$ cat config.mk
export PLATFORM = sky130hd
export DESIGN_NAME = i2c_target_regs
export DESIGN_NICKNAME = d
export VERILOG_FILES = /design/src/rtl/i2c_target_regs.sv
export SDC_FILE = /design/constraint.sdc
export NUM_CORES = 1
export LEC_CHECK = 0
export CORE_ASPECT_RATIO = 0.8
export CORE_UTILIZATION = 54
export DETAILED_ROUTE_END_ITERATION = 7
export PLACE_DENSITY = 0.79
export SLEW_MARGIN = 40
export SYNTH_ARGS = -nofsm -noshare
export SYNTH_HDL_FRONTEND = slang
export SYNTH_SLANG_ARGS = --single-unit
export TNS_END_PERCENT = 5
$ cat constraint.sdc
create_clock -name clk -period 3 [get_ports clk]
set_clock_uncertainty 0.1 [all_clocks]
set_input_delay 0.75 -clock clk [delete_from_list [all_inputs] [get_ports clk]]
set_output_delay 0.75 -clock clk [all_outputs]
set_load 0.005 [all_outputs]
$ cat src/rtl/i2c_target_regs.sv
// I2C target register responder: filtered, oversampled bus decode with pointer auto-increment.
// Define I2C_GENERAL_CALL_EN to ACK the general call address (7'h00, write only).
module i2c_target_regs #(
  parameter logic [6:0] I2C_ADDR = 7'h50,
  parameter int         FILT_LEN = 4,
  parameter int         PTR_W    = 8
) (
  input  logic             clk,
  input  logic             rst_n,
  input  logic             i2c_scl_i,
  output logic             i2c_scl_o,
  output logic             i2c_scl_t,
  input  logic             i2c_sda_i,
  output logic             i2c_sda_o,
  output logic             i2c_sda_t,
  output logic             wr_en,
  output logic [PTR_W-1:0] wr_addr,
  output logic [7:0]       wr_data,
  output logic [PTR_W-1:0] rd_addr,
  input  logic [7:0]       rd_data,
  output logic             busy
);

`ifdef I2C_GENERAL_CALL_EN
  localparam logic GC_EN = 1'b1;
`else
  localparam logic GC_EN = 1'b0;
`endif

  localparam logic [3:0]       FILT_MAX = 4'(FILT_LEN - 1);
  localparam logic [PTR_W-1:0] PTR_ONE  = PTR_W'(1);

  typedef enum logic [3:0] {
    IDLE, ADDR, ADDR_ACK, PTR, PTR_ACK, WDATA, WDATA_ACK, RDATA, RDATA_ACK
  } state_t;

  state_t state, state_n;

  logic [1:0]       scl_sync, sda_sync;
  logic [3:0]       scl_cnt, sda_cnt;
  logic             scl_f, sda_f, scl_d, sda_d;
  logic [7:0]       shreg;
  logic [7:0]       shin;
  logic [2:0]       bitcnt;
  logic             rw, gc;
  logic [PTR_W-1:0] ptr;
  logic             scl_rise, scl_fall, start_ev, stop_ev, last_bit;
  logic             own_hit, gc_hit;

  assign i2c_scl_o = 1'b0;
  assign i2c_scl_t = 1'b1;
  assign i2c_sda_o = 1'b0;
  assign rd_addr   = ptr;

  // A filtered level only flips once FILT_LEN consecutive synchronized samples disagree with it.
  always_ff @(posedge clk or negedge rst_n) begin
    if (!rst_n) begin
      scl_sync <= 2'b11;
      sda_sync <= 2'b11;
      scl_cnt  <= '0;
      sda_cnt  <= '0;
      scl_f    <= 1'b1;
      sda_f    <= 1'b1;
      scl_d    <= 1'b1;
      sda_d    <= 1'b1;
    end else begin
      scl_sync <= {scl_sync[0], i2c_scl_i};
      sda_sync <= {sda_sync[0], i2c_sda_i};
      if (scl_sync[1] == scl_f) begin
        scl_cnt <= '0;
      end else if (scl_cnt == FILT_MAX) begin
        scl_f   <= scl_sync[1];
        scl_cnt <= '0;
      end else begin
        scl_cnt <= scl_cnt + 4'd1;
      end
      if (sda_sync[1] == sda_f) begin
        sda_cnt <= '0;
      end else if (sda_cnt == FILT_MAX) begin
        sda_f   <= sda_sync[1];
        sda_cnt <= '0;
      end else begin
        sda_cnt <= sda_cnt + 4'd1;
      end
      scl_d <= scl_f;
      sda_d <= sda_f;
    end
  end

  assign scl_rise = scl_f & ~scl_d;
  assign scl_fall = ~scl_f & scl_d;
  assign start_ev = scl_f & scl_d & sda_d & ~sda_f;
  assign stop_ev  = scl_f & scl_d & ~sda_d & sda_f;
  assign last_bit = (bitcnt == 3'd7);
  assign shin     = {shreg[6:0], sda_f};
  assign own_hit  = (shreg[6:0] == I2C_ADDR);
  assign gc_hit   = GC_EN && (shreg[6:0] == 7'h00) && !sda_f && !own_hit;

  always_ff @(posedge clk or negedge rst_n) begin
    if (!rst_n) state <= IDLE;
    else        state <= state_n;
  end

  always_comb begin
    state_n = state;
    if (start_ev) begin
      state_n = ADDR;
    end else if (stop_ev) begin
      state_n = IDLE;
    end else if (scl_rise) begin
      case (state)
        ADDR:      if (last_bit) state_n = (own_hit || gc_hit) ? ADDR_ACK : IDLE;
        ADDR_ACK:  state_n = rw ? RDATA : (gc ? WDATA : PTR);
        PTR:       if (last_bit) state_n = PTR_ACK;
        PTR_ACK:   state_n = WDATA;
        WDATA:     if (last_bit) state_n = WDATA_ACK;
        WDATA_ACK: state_n = WDATA;
        RDATA:     if (last_bit) state_n = RDATA_ACK;
        RDATA_ACK: state_n = sda_f ? IDLE : RDATA;
        default:   state_n = state;
      endcase
    end
  end

  // Bits are captured on filtered SCL rise; SDA is only ever changed on filtered SCL fall.
  always_ff @(posedge clk or negedge rst_n) begin
    if (!rst_n) begin
      shreg     <= '0;
      bitcnt    <= '0;
      rw        <= 1'b0;
      gc        <= 1'b0;
      ptr       <= '0;
      i2c_sda_t <= 1'b1;
      wr_en     <= 1'b0;
      wr_addr   <= '0;
      wr_data   <= '0;
      busy      <= 1'b0;
    end else begin
      wr_en <= 1'b0;
      if (start_ev) begin
        bitcnt    <= '0;
        gc        <= 1'b0;
        busy      <= 1'b0;
        i2c_sda_t <= 1'b1;
      end else if (stop_ev) begin
        gc        <= 1'b0;
        busy      <= 1'b0;
        i2c_sda_t <= 1'b1;
      end else if (scl_rise) begin
        case (state)
          ADDR, PTR, WDATA: begin
            shreg  <= shin;
            bitcnt <= bitcnt + 3'd1;
          end
          RDATA:   bitcnt <= bitcnt + 3'd1;
          default: bitcnt <= '0;
        endcase
        if (state == ADDR && last_bit && (own_hit || gc_hit)) begin
          rw   <= sda_f;
          gc   <= gc_hit;
          busy <= 1'b1;
        end
        if (state == PTR && last_bit) ptr <= PTR_W'(shin);
        if (state == WDATA_ACK) begin
          wr_en   <= 1'b1;
          wr_data <= shreg;
          wr_addr <= gc ? '1 : ptr;
          if (!gc) ptr <= ptr + PTR_ONE;
        end
        if (state == RDATA_ACK) ptr <= ptr + PTR_ONE;
      end else if (scl_fall) begin
        case (state)
          ADDR_ACK, PTR_ACK, WDATA_ACK: i2c_sda_t <= 1'b0;
          RDATA: begin
            if (bitcnt == 3'd0) begin
              shreg     <= rd_data;
              i2c_sda_t <= rd_data[7];
            end else begin
              shreg     <= {shreg[6:0], 1'b0};
              i2c_sda_t <= shreg[6];
            end
          end
          default: i2c_sda_t <= 1'b1;
        endcase
      end
    end
  end

endmodule

# Yosys cells after proc, flatten, opt, wreduce, memory -nomap -nowiden
# Index checks and enable logic that the tools add are counted.
# totals
input_bits	12
out_inout_bits	30
ram_bits	0
memories	0
wordCells	132
mem_bits_ro	0
latchBits	0
regBits	60
# op_classes
addsub	4
magnitude_cmp	0
mul	0
shifts	0
n_mux	48
n_reduce_logical	25
div_mod_pow	0
eq_ne	21
bitwise_logic	15
# op_table
op	count
2-to-1 mux 8 bit	10
2-to-1 mux 4 bit	11
case mux 4 bit (7 select lines)	1
2-to-1 mux 3 bit	7
2-to-1 mux 1 bit	17
equality test 4 x 2 -> 1 bit (second input constant)	4
equality test 4 x 3 -> 1 bit (second input constant)	4
!= test 4 bit (second input constant)	4
AND reduction 2 bit	5
nonzero test 3 bit	3
nonzero test 9 bit	1
adder 4 x 1 -> 4 bit (second input constant)	2
adder 8 x 1 -> 8 bit (second input constant)	1
NOT 1 bit	8
AND reduction 4 bit	2
AND 1 bit	7
equality test 7 bit (second input constant)	1
AND reduction 6 bit	1
nonzero test 2 bit	3
OR reduction 3 bit	2
AND reduction 5 bit	1
equality test 4 x 1 -> 1 bit (second input constant)	1
equality test 4 bit (second input constant)	1
OR reduction 4 bit	1
other kinds (12)	15

# Logic depth before layout (Yosys ltp)
# Gate-level depths: netlist of run 1.
# depth
word_depth	7
depth_mapped	9

# Worst setup path after synthesis of run 1
# No wires, ideal clock.
# synth_timing
kind	register to register
start	register scl_f
end	register wr_addr[0]
required_ns	2.775
stages_incl_launch_ff	9
slack_ns	0.587
n_path_buf	3
arrival_ns	2.188
setup_ns	0.125
cell_sequence	dfstp_2 -> ha_1 -> buf_2 -> inv_1 -> a21o_1 -> or4_1 -> buf_4 -> buf_6 -> mux2_4
# synth_between
elab_chain_cells	5
elab_cells_between_ends	9
cone_classes	8 x bitwise; 1 x reduce/logical
# synth_rtl
item	line	source
start: declaration	41	logic scl_f, sda_f, scl_d, sda_d;
start signal: assignment	72	scl_f <= scl_sync[1];
AND 1 bit	92, 93	
AND 1 bit, on equally long branches (2 in a row)	93, 92	
NOT 1 bit (no line)	--	
AND reduction 4 bit (no line) (*)	--	
end signal: assignment	167	wr_addr <= gc ? '1 : ptr;
end: declaration	17	output logic [PTR_W-1:0] wr_addr,
# Every way passes the cells marked *; elsewhere a longest branch is shown, timed or not.
# A chain may end at the register's enable or synchronous reset.

# Final worst setup path of run 1
# layout_timing
start	register scl_f
end	register wr_data[7]
# layout_between
elab_chain_cells	5
elab_cells_between_ends	9
cone_classes	8 x bitwise; 1 x reduce/logical
# layout_rtl
item	line	source
AND 1 bit	92, 93	
AND 1 bit, on equally long branches (2 in a row)	93, 92	
NOT 1 bit (no line)	--	
AND reduction 4 bit (no line) (*)	--	
end signal: assignment	166	wr_data <= shreg;
end: declaration	18	output logic [7:0] wr_data,
# Marks and branches as above.

==> results.sh, run 1 <==
export IMPL_status="finished, violations left"
export IMPL_violations="DRC"
export IMPL_hp_class="reg2reg"
export IMPL_ys_seq_elements=59
export IMPL_drtIter0Drc=223
export IMPL_grt_max_degree=30
export IMPL_fin_crit_sh_pct=86.5
export IMPL_antenna_found_initial=0
export IMPL_fin_tns_setup_ns=0
export IMPL_cp_start_kind="flip-flop"
export IMPL_netlist_area_sq_um=2900
export IMPL_finalCriticalPeriod_ns=2.59
export IMPL_path_cells="ha_1 -> inv_1 -> a21o_1 -> or4_1 -> buf_4 -> mux2_4"
export IMPL_synth_top_family_by_area="simple AND/OR/NAND/NOR gates"
export IMPL_rsz0062_at_grt="false"
export IMPL_ys_types=46
export IMPL_whs_endpoint="sda_sync[1]"
export IMPL_cap_violations=0
export IMPL_die_w_microns=84.0
export IMPL_crit_slowest_cell="dfstp_2"
export IMPL_io_pins=42
export IMPL_postRouteAntennaNets=0
export IMPL_crit_fanout=17
export IMPL_ys_warnings_count=0
export IMPL_hold_buffers=0
export IMPL_synth_top_area_cell="dfrtp_1"
export IMPL_final_hold_violation_count=0
export IMPL_dieArea_sq_um=5680
export IMPL_post_cts_setup_buffer_count=0
export IMPL_whs_path_depth=0
export IMPL_yosys_area_top_type_share_pct=43.1
export IMPL_tritoncts="built"
export IMPL_port_buffer_count=38
export IMPL_root_buffer="clkbuf_8"
export IMPL_post_drt_wl_per_cell_microns=14.8
export IMPL_cts_resized=0
export IMPL_maxSlewViolCount=0
export IMPL_worstSkewPairLatency_ns=0.34
export IMPL_ys_seq_area_share_pct=51.2
export IMPL_r2r_cells=6
export IMPL_hold_ws_ns=0.256
export IMPL_setup_violations=0
export IMPL_overflow=0
export IMPL_synth_most_common_cell="dfrtp_1"
export IMPL_grt_total_usage_pct=21.6
export IMPL_synth_avg_cell_area_sq_um=10.8
export IMPL_dp_hpwl_microns=3920
export IMPL_pre_cts_ws_ns=0.428
export IMPL_h_tree_depth=3
export IMPL_vias_per_cell=5.70
export IMPL_drc=4
export IMPL_async_flop_share_pct=100
export IMPL_syn_inst=269
export IMPL_synthAdderAreaFrac_pct=3.88
export IMPL_p_leak_nw=1.59
export IMPL_ir_drop_v=0.000483
export IMPL_vias=2156
export IMPL_core_area_sq_um=5090
export IMPL_cp_arrival_ns=2.72
export IMPL_timing_rr_start="scl_f"
export IMPL_start_util_pct=57.0
export IMPL_final_nets=332
export IMPL_n_antenna_cell=0
export IMPL_cts_buffer_depth=2
export IMPL_yosys_top_cells_count="50 x dfrtp_1, 26 x a21oi_1, 26 x nor2_1"
export IMPL_numCtsBuffers=9
export IMPL_slew_headroom_pct=48.0
export IMPL_rrSetupSlack_ns=0.41
export IMPL_clk_pin_slew_worst_paths_ns=0.06
export IMPL_cp_top_family="flip-flops"
export IMPL_critPathBufInv=2
export IMPL_place_gp_congestion=0.834
export IMPL_utilization_pct=69.0
export IMPL_die_h_microns=67.6
export IMPL_wl_microns=5590
export IMPL_syn_to_final_growth_pct=21.0
export IMPL_synth_xor_area_share_pct=2.11
export IMPL_critPathCaptureType="flip-flop"
export IMPL_crit_type="reg2reg"
export IMPL_power_density_nw_per_um2=843
export IMPL_fmax_mhz=386
export IMPL_total_power_mw=2.96
export IMPL_r2r_end="wr_data[7]"
export IMPL_dr_pass1_iters=7
export IMPL_cp_required_ns=3.13
export IMPL_rows=23
export IMPL_synth_edff_count=0
export IMPL_synth_ff_type="dfrtp_1"
export IMPL_grt_pass1_vias=1900
export IMPL_hp_start="sda_sync[0]"
export IMPL_ys_top_cells_by_area="dfrtp_1 43%, dfstp_2 8.1%, mux2_4 4.7%, a21oi_1 4.5%, ha_1 3.9%"
export IMPL_synth_compound_area_share_pct=11.8
export IMPL_slowest_delay_ns=0.59
export IMPL_cts_sinks=59
export IMPL_tightest_slew_ns=0.777
export IMPL_synthSimpleGateAreaFrac_pct=14.3
export IMPL_synth_mux_area_share_pct=12.3
export IMPL_drive_gt1_share_pct=16.1
export IMPL_timing_final_ws_setup_ns=0.406
export IMPL_grt_pass1_wl_microns=9050
==> layout by cell type (no fill, tap or decap), types with 2 or more instances in the layout <==
cell type | netlist | layout
dfstp_2 | 9 | 9
mux2i_1 | 11 | 11
nor2b_1 | 6 | 6
clkbuf_8 | 0 | 10
ha_1 | 9 | 9
o22ai_1 | 2 | 2
nor3b_1 | 3 | 3
clkinv_2 | 0 | 3
mux2_2 | 10 | 10
o21ai_0 | 12 | 12
conb_1 | 2 | 3
nor2_1 | 26 | 26
dfrtp_1 | 50 | 50
xor2_1 | 3 | 3
o211ai_1 | 2 | 2
nand3_1 | 8 | 8
mux2_4 | 9 | 9
nand4_1 | 3 | 3
xnor2_1 | 4 | 4
a21oi_1 | 26 | 26
and3_1 | 2 | 2
and4_1 | 2 | 2
nand3b_1 | 2 | 2
a31oi_1 | 2 | 2
buf_4 | 4 | 6
nand2b_1 | 5 | 5
a22o_1 | 4 | 4
nand2_1 | 15 | 15
inv_1 | 9 | 9
nor3_1 | 5 | 5
clkdlybuf4s50_1 | 0 | 37
==> report_power, final <==
part / switching, mW / internal [mW]
clock: 0.311 / 0.401
sequential: 0.248 / 1.02
combinational: 0.455 / 0.522
==> worst max-delay path by stage <==
stage | from | end | slack, ns | cells past startpoint
after global placement | scl_f | wr_data[7] | 0.53 | 6
after global routing | scl_f | wr_data[7] | 0.29 | 6
after detailed placement | scl_f | wr_addr[7] | 0.43 | 6
after floorplan | scl_f | wr_addr[0] | 0.59 | 8
after CTS | scl_f | wr_data[7] | 0.41 | 6
final | scl_f | wr_data[7] | 0.41 | 6
==> metrics by stage <==
stage                     instances  instance area, sq um
after floorplan                 270                  2910
after global placement          362                  3320
after detailed placement        362                  3320
after CTS                       378                  3510
after global routing            378                  3510
final                           378                  3510
==> final cells by class <==
cell class                      count  area (sq um)
Clock inverter                      5          52.6
Inverter                            9          33.8
Multi-Input combinational cell    188          1300
Fill cell                         386          1580
Tap cell                           62          77.6
Clock buffer                       11           141
Timing Repair Buffer               44           420
Sequential cell                    59          1490
==> cells by family after synthesis <==
group                      count (synthesis)
AOI/OAI and AO/OA                         57
xor gates and xnor gates                   7
DFF                                       59
muxes                                     30
buffers and inverters                     23
adders and majority gates                  9
other                                      2
and+or+nand+nor                           82
==> sequential cells by signal, summed over array words and instances (netlist names) <==
signal / count
state: 4
shreg: 8
rd_addr: 8
sda_f: 1
sda_d: 1
rw: 1
scl_sync: 2
bitcnt: 3
sda_cnt: 4
wr_addr: 8
wr_en: 1
wr_data: 8
i2c_sda_t: 1
scl_d: 1
busy: 1
sda_sync: 2
scl_cnt: 4
scl_f: 1
==> per-layer routing <==
layer,global-route usage (%),vias up,part of all wire (%)
met5,0,-,0
li1,-,1033,-
met2,30.7,88,42
met1,29.7,1027,50
met3,8.44,8,6.7
met4,8.41,0,1.2
Power figures use the tool's default switching activity.
==> inputs of run 2 (changes only) <==
--- a/config.mk
+++ b/config.mk
@@ -5,8 +5,10 @@
 export SDC_FILE = /design/constraint.sdc
 export NUM_CORES = 1
 export LEC_CHECK = 0
+export CAP_MARGIN = 20
 export CORE_ASPECT_RATIO = 0.8
 export CORE_UTILIZATION = 54
+export CTS_CLUSTER_DIAMETER = 50
 export DETAILED_ROUTE_END_ITERATION = 7
 export PLACE_DENSITY = 0.79
 export SLEW_MARGIN = 40
==> results of run 2 <==
Final layout, timing and power as in run 1 (identical DEF).
==> inputs of run 3 (changes only) <==
--- a/config.mk
+++ b/config.mk
@@ -10,7 +10,9 @@
 export CORE_UTILIZATION = 54
 export CTS_CLUSTER_DIAMETER = 50
 export DETAILED_ROUTE_END_ITERATION = 7
+export GPL_ROUTABILITY_DRIVEN = 0
 export PLACE_DENSITY = 0.79
+export SETUP_SLACK_MARGIN = 0.1
 export SLEW_MARGIN = 40
 export SYNTH_ARGS = -nofsm -noshare
 export SYNTH_HDL_FRONTEND = slang
==> results of run 3 <==
Final layout, timing and power as in run 1 (identical DEF).
